--- src/rtl/lm_sm_sequencer_pkg.sv ---
// Shared types and constants for the load/store-multiple sequencer.
package lm_sm_sequencer_pkg;

  localparam int unsigned DEF_DATA_W = 16;
  localparam int unsigned DEF_RIDX_W = 3;

  // R7 is the PC and never a transfer target, so only R0..R6 are tracked.
  localparam logic [2:0]  PC_IDX  = 3'd7;
  localparam int unsigned PMASK_W = 32'(PC_IDX);

  typedef enum logic [1:0] {
    ST_IDLE,
    ST_ACCESS,
    ST_DONE
  } state_t;

endpackage

--- src/rtl/lm_sm_sequencer_prio_enc7.sv ---
// Lowest-set-bit priority encoder over a 7-bit register mask.
module prio_enc7 (
  input  logic [6:0] mask,
  output logic [2:0] idx,
  output logic       any
);

  // Scan high to low so the lowest set bit wins.
  always_comb begin
    idx = 3'd0;
    for (int i = 6; i >= 0; i--) begin
      if (mask[i]) idx = 3'(i);
    end
    any = |mask;
  end

endmodule

--- src/rtl/lm_sm_sequencer.sv ---
// LM/SM sequencer: walks a register mask low to high, one memory transfer per register.
module lm_sm_sequencer
  import lm_sm_sequencer_pkg::*;
#(
  parameter int unsigned DATA_W = DEF_DATA_W,
  parameter int unsigned RIDX_W = DEF_RIDX_W
) (
  input  logic              clk,
  input  logic              rst,
  input  logic              start,
  input  logic              is_load,
  input  logic [DATA_W-1:0] base_addr,
  input  logic [7:0]        reg_mask,
  output logic              busy,
  output logic              done,
  output logic [RIDX_W-1:0] rf_read_address,
  input  logic [DATA_W-1:0] rf_read_data,
  output logic              rf_write_en,
  output logic [RIDX_W-1:0] rf_write_address,
  output logic [DATA_W-1:0] rf_write_data,
  output logic              mem_req,
  output logic              mem_we,
  output logic [DATA_W-1:0] mem_addr,
  output logic [DATA_W-1:0] mem_wdata,
  input  logic [DATA_W-1:0] mem_rdata,
  input  logic              mem_ack
);

  state_t               state, state_d;
  logic [PMASK_W-1:0]   pend_mask, pend_d, cur_onehot, pend_cleared;
  logic [DATA_W-1:0]    cur_addr, addr_d;
  logic                 op_load, op_d;
  logic [2:0]           cur_idx;
  logic                 pend_any;
  logic                 unused_pc_bit;

  assign unused_pc_bit = reg_mask[PC_IDX];

  prio_enc7 u_prio (
    .mask (pend_mask),
    .idx  (cur_idx),
    .any  (pend_any)
  );

  assign cur_onehot   = PMASK_W'(1) << cur_idx;
  assign pend_cleared = pend_mask & ~cur_onehot;

  assign rf_read_address  = RIDX_W'(cur_idx);
  assign rf_write_address = RIDX_W'(cur_idx);
  assign rf_write_data    = mem_rdata;
  assign mem_addr         = cur_addr;
  assign mem_wdata        = rf_read_data;

  always_ff @(posedge clk or posedge rst) begin
    if (rst) begin
      state     <= ST_IDLE;
      pend_mask <= '0;
      cur_addr  <= '0;
      op_load   <= 1'b0;
    end else begin
      state     <= state_d;
      pend_mask <= pend_d;
      cur_addr  <= addr_d;
      op_load   <= op_d;
    end
  end

  // Next-state and strobes; all outputs derive from reset-cleared state, so rst drops them at once.
  always_comb begin
    state_d     = state;
    pend_d      = pend_mask;
    addr_d      = cur_addr;
    op_d        = op_load;
    busy        = 1'b0;
    done        = 1'b0;
    mem_req     = 1'b0;
    mem_we      = 1'b0;
    rf_write_en = 1'b0;

    case (state)
      ST_IDLE, ST_DONE: begin
        done = (state == ST_DONE);
        if (start) begin
          pend_d  = reg_mask[PMASK_W-1:0];
          addr_d  = base_addr;
          op_d    = is_load;
          state_d = (reg_mask[PMASK_W-1:0] != '0) ? ST_ACCESS : ST_DONE;
        end else if (state == ST_DONE) begin
          state_d = ST_IDLE;
        end
      end

      ST_ACCESS: begin
        busy    = 1'b1;
        mem_req = pend_any;
        mem_we  = pend_any & ~op_load;
        if (mem_ack) begin
          rf_write_en = op_load;
          pend_d      = pend_cleared;
          addr_d      = cur_addr + DATA_W'(1);
          if (pend_cleared == '0) state_d = ST_DONE;
        end
      end

      default: state_d = ST_IDLE;
    endcase
  end

endmodule

--- config.mk ---
export PLATFORM = sky130hd
export DESIGN_NAME = lm_sm_sequencer
export DESIGN_NICKNAME = d
export VERILOG_FILES = /design/src/rtl/lm_sm_sequencer_pkg.sv /design/src/rtl/lm_sm_sequencer_prio_enc7.sv /design/src/rtl/lm_sm_sequencer.sv
export SDC_FILE = /design/constraint.sdc
export NUM_CORES = 1
export LEC_CHECK = 0
export CORE_UTILIZATION = 39
export CTS_CLUSTER_DIAMETER = 30
export DETAILED_ROUTE_END_ITERATION = 8
export PLACE_DENSITY_LB_ADDON = 0.2
export SYNTH_ARGS = -nofsm -noshare
export SYNTH_HDL_FRONTEND = slang
export SYNTH_SLANG_ARGS = --single-unit
export TNS_END_PERCENT = 20
--- constraint.sdc ---
create_clock -name clk -period 2.7 [get_ports clk]
set_input_delay 0.81 -clock clk [delete_from_list [all_inputs] [get_ports clk]]
set_output_delay 0.81 -clock clk [all_outputs]
set_load 0.03 [all_outputs]
* After elaboration in Yosys (flattened, before gate mapping)
Cells that the tools add are included.
W data, S select, Z words.
** Storage, ports and cells
- Flip-flop bits (word level) :: 26
- Input port bits :: 61
- Output and inout port bits :: 59
- Word-level logic and storage cells :: 50
** Cells by class
- Add/subtract/negate cells :: 1
- Equal/unequal tests :: 6
- Shift operators :: 1
- Multiplexer cells :: 25
- Bitwise logic cells :: 4
- Reductions and logical operators :: 9
** Operator list (number)
- $mux W16 :: 2
- $pmux W16 S2 :: 1
- $mux W3 :: 7
- $add A16 B1 Y16 const B :: 1
- $mux W7 :: 2
- $pmux W7 S2 :: 1
- $mux W2 :: 5
- $and A7 B7 Y7 :: 1
- $logic_not A7 Y1 :: 1
- $not A7 Y7 :: 1
- $reduce_bool A7 Y1 :: 1
- $reduce_or A7 Y1 :: 1
- $shl A1 B3 Y7 const A :: 1
- $mux W1 :: 6
- $ne A2 B2 Y1 const B :: 3
- $reduce_and A3 Y1 :: 2
- $pmux W2 S2 :: 1
- $ne A3 B3 Y1 const B :: 1
- $eq A2 B1 Y1 const B :: 1
- $eq A2 B2 Y1 const B :: 1
- $logic_not A2 Y1 :: 1
- $reduce_and A2 Y1 :: 1
- $reduce_bool A2 Y1 :: 1
- $reduce_or A2 Y1 :: 1
- other kinds (2) :: 2

* Depth between registers and ports, before layout
Gate-level depths: netlist of the first run.
- Depth after elaboration :: 14
- Gate-level depth with buffers :: 6
- Depth with buffers taken out :: 5

* Cells and area by module
A second synthesis of the first run with hierarchy kept.
** Unflattened totals
- Cells, all modules :: 237
- Area, all modules :: 1985.7 µm²
** Modules (own cells, without submodules)
- lm_sm_sequencer :: times used 1, cells an instance 226, area each 1913.1 µm², sequential area each 650.6 µm²
- prio_enc7 :: times used 1, cells an instance 11, area each 72.6 µm², sequential area each 0.0 µm²

* Worst setup path before layout of the first run
No wires, ideal clock.
- Path type :: reg-to-output
- Start :: reg state[1]
- End :: out mem_we
- Arrival :: 1.748 ns
- Setup slack :: 0.142 ns
- Stages on the path, launching flop included :: 5
- Buffers on the path :: 1
- Cell sequence :: dfrtp_1 -> nand2b_1 -> buf_2 -> a21oi_1 -> nor2b_1
** On the way
- Word-level cells in the longest chain between the ends :: 2
** Ends and longest elaborated chain
- start: declaration :: line lm_sm_sequencer.sv:29 : state_t state, state_d;
- start signal: assignment :: line lm_sm_sequencer.sv:61 : state <= state_d;
- $eq A2 B1 Y1 :: line lm_sm_sequencer.sv:80 : case (state)
- $mux W1 :: line lm_sm_sequencer.sv:80
- end: declaration :: line lm_sm_sequencer.sv:22 : output logic mem_we,
Every way passes these cells.

* Final worst setup path of the first run
- Start :: reg pend_mask[0]
- End :: out rf_read_address[2]
** On the way
- Word-level cells in the longest chain between the ends :: 1
** Ends and longest elaborated chain
- start: declaration :: line lm_sm_sequencer.sv:30 : logic [PMASK_W-1:0] pend_mask, pend_d, cur_onehot, pend_cleared;
- start signal: assignment :: line lm_sm_sequencer.sv:62 : pend_mask <= pend_d;
- $mux W3 :: line lm_sm_sequencer_prio_enc7.sv:12 : if (mask[i]) idx = 3'(i);
- end: declaration :: line lm_sm_sequencer.sv:16 : output logic [RIDX_W-1:0] rf_read_address,
Every way passes these cells.

==> impl_results.md, run 1 <==
* DIE AREA at 5020 sq um
* Layout cells sized above 1 at 10.7%
* Post-synthesis register bit count at 26
* Fmax at 386 MHz
* H-tree Lvls at 1
* Register area share after synthesis at 35.2%
* Ys flop type: dfrtp_1
* Power Total at 3.12 mW
* Clock buffer depth at 2
* TritonCTS clock tree: built
* Die Wd at 70.8 um
* Cells after DPL at 292
* Slew @ Worst Pin at 0.460 ns
* Minimum period implied by the final worst setup slack at 2.59 ns
* RSZ-0062 raised after global routing: false
* Largest family of logic cells by synthesized area: compound AO/OA/AOI/OAI gates
* Number of port buffers at 54
* Row cnt at 24
* Vias in the first global route at 1466
* Hold path start: op_load
* Number of setup buffers added after CTS at 0
* Synth warn at 0
* Cell Area, Synth at approximately 1800 sq um
* Non-filler cells in the finished layout at a little under 300
* Synth top area share at 35.2%
* WL per Instance at 15.3 um
* Final hold violations at 0
* Slowest cell on the critical path: or4_4
* Commonest cells in the netlist: 35 x buf_4, 26 x dfrtp_1, 23 x nand2_1
* Crit path largest cell delay at about 0.57 ns
* Starting density of the core at 41.6%
* Worst hold path type: reg2reg
* Buffers and inverters on the worst path at 1
* DRT iter0 DRCs at 124
* Slew headroom at 69.4%
* Via count at between 1500 and 2000
* Max-cap viol count at 0
* Synthesized instance count at 219
* Num CTS Buffers at 3
* Post-Synth Simple-Gate Area at ~22%
* Final #Nets at 307
* Post-route ant nets at 0
* Unique masters post-synth at 52
* Final Setup Violations at 0
* CTS root buffer: clkbuf_8
* Crit path max-delay family: simple AND/OR/NAND/NOR gates
* Placed instance area at about 2200 sq um
* Final Max Slew Viols at 0
* Compound-Gate Fraction of Synth Area at 23.9%
* Violated checks: DRC
* Routed WL at 4.54 mm
* Critical Path Source: pend_mask[0]
* Most numerous cell in the Yosys netlist: buf_4
* Core area at 4440 sq um
* Synthesis-to-finish area growth at 24.1%
* IO Count at 120
* Drt pass-1 iters at 6
* Syn_area_per_cell at between 8 and 9 sq um
* Startpoint types: register
* Routability Congestion at around 0.79
* Post-DP HPWL at 3.22 mm
* # fillers at 435
* Grt total ovfl at 0
* Final Cycle Share at a little over nine tenths
* Pwr Density at 1360 nW/um^2
* Pin count of the biggest net entering global routing at 27
* VDD IR-drop max at 757 uV
* CP Cell Sequence: or4_4 -> nor2_1 -> dlygate4sd2_1
* WP data required at 1.89 ns
* Die height at a little over 70 um
* # diodes at 0
* Crit path max fanout at 4
* Design Area, Final at 2290 sq um
* Initial antenna violation count at 0
* DRC at 16
* Setup_tns at 0 ns
* Crit path capture type: primary output
* Gr usage total at 18.4%
* Lkg Pwr at around 0.95 nW
* Clock latency on the worst-skew pair at 0.28 ns
* Total clock sinks at 26
* Status: finished, violations left
* Worst clock skew at 0.00634 ns
* Worst setup path category: reg2out
* Syn Nets at 281
* Post-synthesis xor/xnor area fraction at 0%
* Adder-cell share of the synthesized area at 1.22%
* FFs w/ async S/R, synth at 100%
* Top cells by area, synth: dfrtp_1 35%, buf_4 14%, nand2_1 4.7%
* R2R Path Start: state[0]
* Worst EP arrival at around 1.8 ns
* First-pass GRT wire length at 7.28 mm
* Mux cell area share after synthesis at less than 1%
* EDFF count, synth at 0
* Area leader, netlist: dfrtp_1
* Clock Pin Slew Worst Setup and Hold Paths at 0.10 ns
* Via density at 5.75
[state kept, by name, summed over array words and instances, names as in the netlist]
register,count
op_load,1
pend_mask,7
mem_addr,16
state,2
[logic make-up after synthesis]
group                    Yosys count
AND/OR/NAND/NOR                   78
adder cells (fa/ha/maj)            2
buffers and inverters             49
multiplexers                       1
AO/OA/AOI/OAI                     63
flip-flops                        26
[stage by stage]
stage / utilization, % / hold WS [ns] / setup WS (ns)
floorplan: - / 0.461 / 0.142
global placement: 50.2 / 0.500 / 0.141
detailed placement: 50.2 / 0.501 / 0.128
CTS: 51.6 / 0.524 / 0.102
global route: 51.6 / 0.546 / 0.0129
finish: 51.6 / 0.522 / 0.112
[worst paths after layout]
check / cells after the start / slack [ns] / to
setup reg to reg: 6 / 0.80 / mem_addr[9]
hold / removal: 2 / 0.52 / op_load
setup / recovery: 3 / 0.11 / rf_read_address[2]
hold reg to reg: 2 / 0.52 / op_load
min in group asynchronous: 3 / 0.88 / pend_mask[3]
max in group asynchronous: 3 / 1.56 / mem_addr[7]
[where the power goes]
group,internal [mW],switching [mW]
clock,0.199,0.134
sequential,0.575,0.235
combinational,0.821,1.16
total,1.59,1.53
[cell usage in the layout, fill, tap and decap left out, types with 2 or more instances in the layout]
master           instances
o22ai_1                  4
a31oi_1                  2
nor2_1                  17
nand3_1                  6
clkdlybuf4s50_1         45
a2bb2oi_1                2
and4_1                   2
dfrtp_1                 26
a21oi_1                 15
a22o_1                   5
nand4_1                  3
dlygate4sd2_1            7
inv_1                    3
clkbuf_8                 3
nor4_1                   2
a311oi_1                 3
nand2b_1                 4
nor2b_1                  3
nand2_1                 23
a211oi_2                 2
and3_1                   4
o221ai_1                 2
nor3b_1                  2
and2_1                   2
o21ai_0                 12
nor3_1                   3
a211oi_1                 3
a22oi_1                  2
buf_4                   14
[per-layer routing]
metal | GRT usage [%] | share of wire (%) | wire length [um] | up-vias
li1 | - | - | - | 816
met1 | 26.6 | 45 | 2060 | 810
met2 | 28.5 | 46 | 2080 | 75
met3 | 4.70 | 8.2 | 374 | 2
met4 | 2.44 | 0.46 | 21 | 0
met5 | 0 | 0 | 0 | -
[what timing repair did]
action	in CTS	in global routing
gates resized for setup	7	0
endpoints found under the setup margin	7	0
endpoints found under the hold margin	0	0
hold buffers	0	0
[worst min-delay path: cells and delay by family, from the launching register on]
kind          cells  cell delay, ns
flops             1            0.39
simple gates      2            0.11
[final cells by class]
| cell class | count | area [sq um] | area share (%) |
|---|---|---|---|
| multi-input combinational | 144 | 875 | 38.1 |
| clock inverter | 1 | 30.0 | 1.31 |
| clock buffer | 3 | 41.3 | 1.80 |
| inverter | 4 | 15.0 | 0.655 |
| timing repair buffer | 66 | 617 | 26.9 |
| sequential | 26 | 651 | 28.4 |
| tap | 52 | 65.1 | 2.84 |
Power figures use the tool's default switching activity.
==> run 2, diff against run 1 <==
--- a/config.mk
+++ b/config.mk
@@ -5,6 +5,7 @@
 export SDC_FILE = /design/constraint.sdc
 export NUM_CORES = 1
 export LEC_CHECK = 0
+export CORE_ASPECT_RATIO = 0.8
 export CORE_UTILIZATION = 39
 export CTS_CLUSTER_DIAMETER = 30
 export DETAILED_ROUTE_END_ITERATION = 8
==> constraint.sdc (replaced) <==
create_clock -name clk -period 3.1 [get_ports clk]
set_input_delay 0.93 -clock clk [delete_from_list [all_inputs] [get_ports clk]]
set_output_delay 0.93 -clock clk [all_outputs]
set_load 0.03 [all_outputs]
==> run 2 against run 1 <==
Effect of this change:
- the run now ends clean
- first-iteration DRC count is 8.9% higher
- clock skew is 0.00073 ns lower
- cell area is 0.55% lower
- combinational power is 14% lower
- worst hold slack better by 0.022 ns
- wire length is 1.7% higher
- setup slack better by 0.088 ns
- cell count is 0.68% higher
- global-route usage is 0.49 points higher
==> impl_results.md, run 2 (same netlist as run 1, synthesis figures left out) <==
* Status: complete, no violations
* Final Cycle Share at 93.5%
* # diodes at 0 (unchanged)
* Via count at 1627 (-4.5%)
* Setup_tns at 0 ns (unchanged)
* Row cnt at 22 (-8.3%)
* WP data required at 2.17 ns (+0.28 ns)
* Fmax at roughly 340 MHz
* Via density at 5.46 (-5.1%)
* Drt pass-1 iters at 4 (-2)
* Number of flip-flops in the largest register at 16 (unchanged)
* Routability Congestion at 0.759 (-3.9%)
* Vias in the first global route at 1438 (-1.9%)
* Total clock sinks at 26 (unchanged)
* DRT iter0 DRCs at 135 (+8.9%)
* Commonest non-fill, non-tap cells in the layout: 51 x clkdlybuf4s50_1, 26 x dfrtp_1, 23 x nand2_1
* Clock latency on the worst-skew pair at 0.28 ns (about the same)
* Crit path largest cell delay at 0.58 ns (about the same)
* Slowest cell on the critical path: clkdlybuf4s50_1
* Layout cells sized above 1 at 8.40% (-2.3 points)
* Lkg Pwr at 0.935 nW (-2.0%)
* Synthesis-to-finish area growth at 23.4%
* Crit path max-delay family: buffers and inverters
* Grt total ovfl at 0 (unchanged)
* Worst EP arrival at 1.97 ns (+0.19 ns)
* Minimum period implied by the final worst setup slack at 2.90 ns
* DIE AREA at 5020 sq um (about the same)
* H-tree Lvls at 1 (unchanged)
* Buffers and inverters on the worst path at 1 (unchanged)
* Die height at 63.6 um (-10%)
* Final Max Slew Viols at 0 (unchanged)
* Core area at 4570 sq um (+2.8%)
* Worst setup path category: reg2out
* Worst hold path type: reg2reg
* Worst clock skew at 0.00561 ns (-0.000727 ns)
* Clock buffer depth at 2 (unchanged)
* Crit path max fanout at 7 (+3)
* CTS root buffer: clkbuf_8
* Gr usage total at 18.9% (+0.49 points)
* DRC at 0 (-16)
* # fillers at 457 (+5.1%)
* Final hold violations at 0 (unchanged)
* Crit path capture type: primary output
* Post-DP HPWL at 3.24 mm (+0.56%)
* Clock Pin Slew Worst Setup and Hold Paths at 0.10 ns (about the same)
* VDD IR-drop max at 606 uV (-20%)
* Startpoint types: register
* RSZ-0062 raised after global routing: false
* Slew @ Worst Pin at 0.426 ns (-0.0334 ns)
* Slew headroom at 71.3% (+2.0 points)
* Initial antenna violation count at 0 (unchanged)
* Max-cap viol count at 0 (unchanged)
* Routed WL at 4.61 mm (+1.7%)
* WL per Instance at 15.5 um (+0.99%)
* Commonest non-fill, non-tap cell in the layout: clkdlybuf4s50_1
* Final Setup Violations at 0 (unchanged)
* CP Cell Sequence: nor4_2 -> a21oi_1 -> nor2b_1 -> clkdlybuf4s50_1
* Final #Nets at 301 (-2.0%)
* Pin count of the biggest net entering global routing at 28 (+3.7%)
* Die Wd at 79.0 um (+11%)
* Post-route ant nets at 0 (unchanged)
* Pwr Density at 1200 nW/um^2 (-12%)
* IO Count at 120 (unchanged)
* First-pass GRT wire length at 7.31 mm (+0.48%)
* Number of port buffers at 54 (unchanged)
* Post-layout util at 49.9% (-1.7 points)
* TritonCTS clock tree: built
* Num CTS Buffers at 3 (unchanged)
* Starting density of the core at 40.4% (-1.1 points)
-- run 2: cell count changes in the layout (fill, tap and decap cells not counted), sizes merged --
| cell | previous run | this run |
|---|---|---|
| dlymetal6s2s | 0 | 2 |
| dlygate4sd2 | 7 | 0 |
| clkdlybuf4s50 | 45 | 51 |
| buf | 14 | 7 |
-- run 2: power by group --
group          total [mW]  switching [mW]  internal [mW]
logic                1.70           0.973          0.725
registers           0.736           0.235          0.501
clock network       0.291           0.118          0.173
total                2.73            1.33           1.40
-- run 2: what timing repair did --
action                     CTS  global route
hold buffers                 0             0
setup endpoints to repair    0             3
gates resized for setup      0             3
hold endpoints to repair     0             0
buffers inserted             0             0
-- run 2: final timing paths --
kind,from,end,slack (ns),cells after the start
min in group asynchronous,rst,mem_addr[0],1.00,3
worst max-delay path,pend_mask[0],mem_we,0.20,4
max in group asynchronous,rst,mem_addr[3],1.84,3
worst min-delay path,op_load,op_load,0.54,2
worst max register to register,state[1],mem_addr[13],1.32,6
worst min register to register,op_load,op_load,0.54,2
-- run 2: stage by stage --
step / power (mW) / area (sq um) / setup slack (ns) / cells / hold WS, ns
floorplan: 1.92 / 1850 / 0.422 / 219 / 0.461
global placement: 2.43 / 2200 / 0.320 / 294 / 0.538
detailed placement: 2.44 / 2200 / 0.318 / 294 / 0.524
CTS: 2.73 / 2270 / 0.00307 / 298 / 0.558
global route: 2.91 / 2280 / 0.0791 / 298 / 0.607
finish: 2.73 / 2280 / 0.200 / 298 / 0.544
-- run 2: layer usage --
layer | share of wire (%) | global-route usage, % | up-vias | wire (um)
met2 | 41 | 25.9 | 62 | 1890
met4 | 0.85 | 3.18 | 0 | 39
met5 | 0 | 0 | - | 0
met1 | 50 | 29.1 | 758 | 2300
li1 | - | - | 797 | -
met3 | 8.3 | 5.22 | 10 | 381
-- run 2: layout make-up --
cell class	count	area [sq um]	share of cell area (%)
multi-input cells	144	881	38.6
well taps	60	75.1	3.29
inverters	4	15.0	0.658
repair buffers	60	588	25.8
flip-flops and latches	26	651	28.5
clock buffers	3	41.3	1.81
clock inverters	1	30.0	1.32
-- run 2: worst min-delay path, stage by stage, from the launching register on --
cell     delay, ns
dfrtp_1       0.39
nand2_1       0.06
nand2_1       0.06
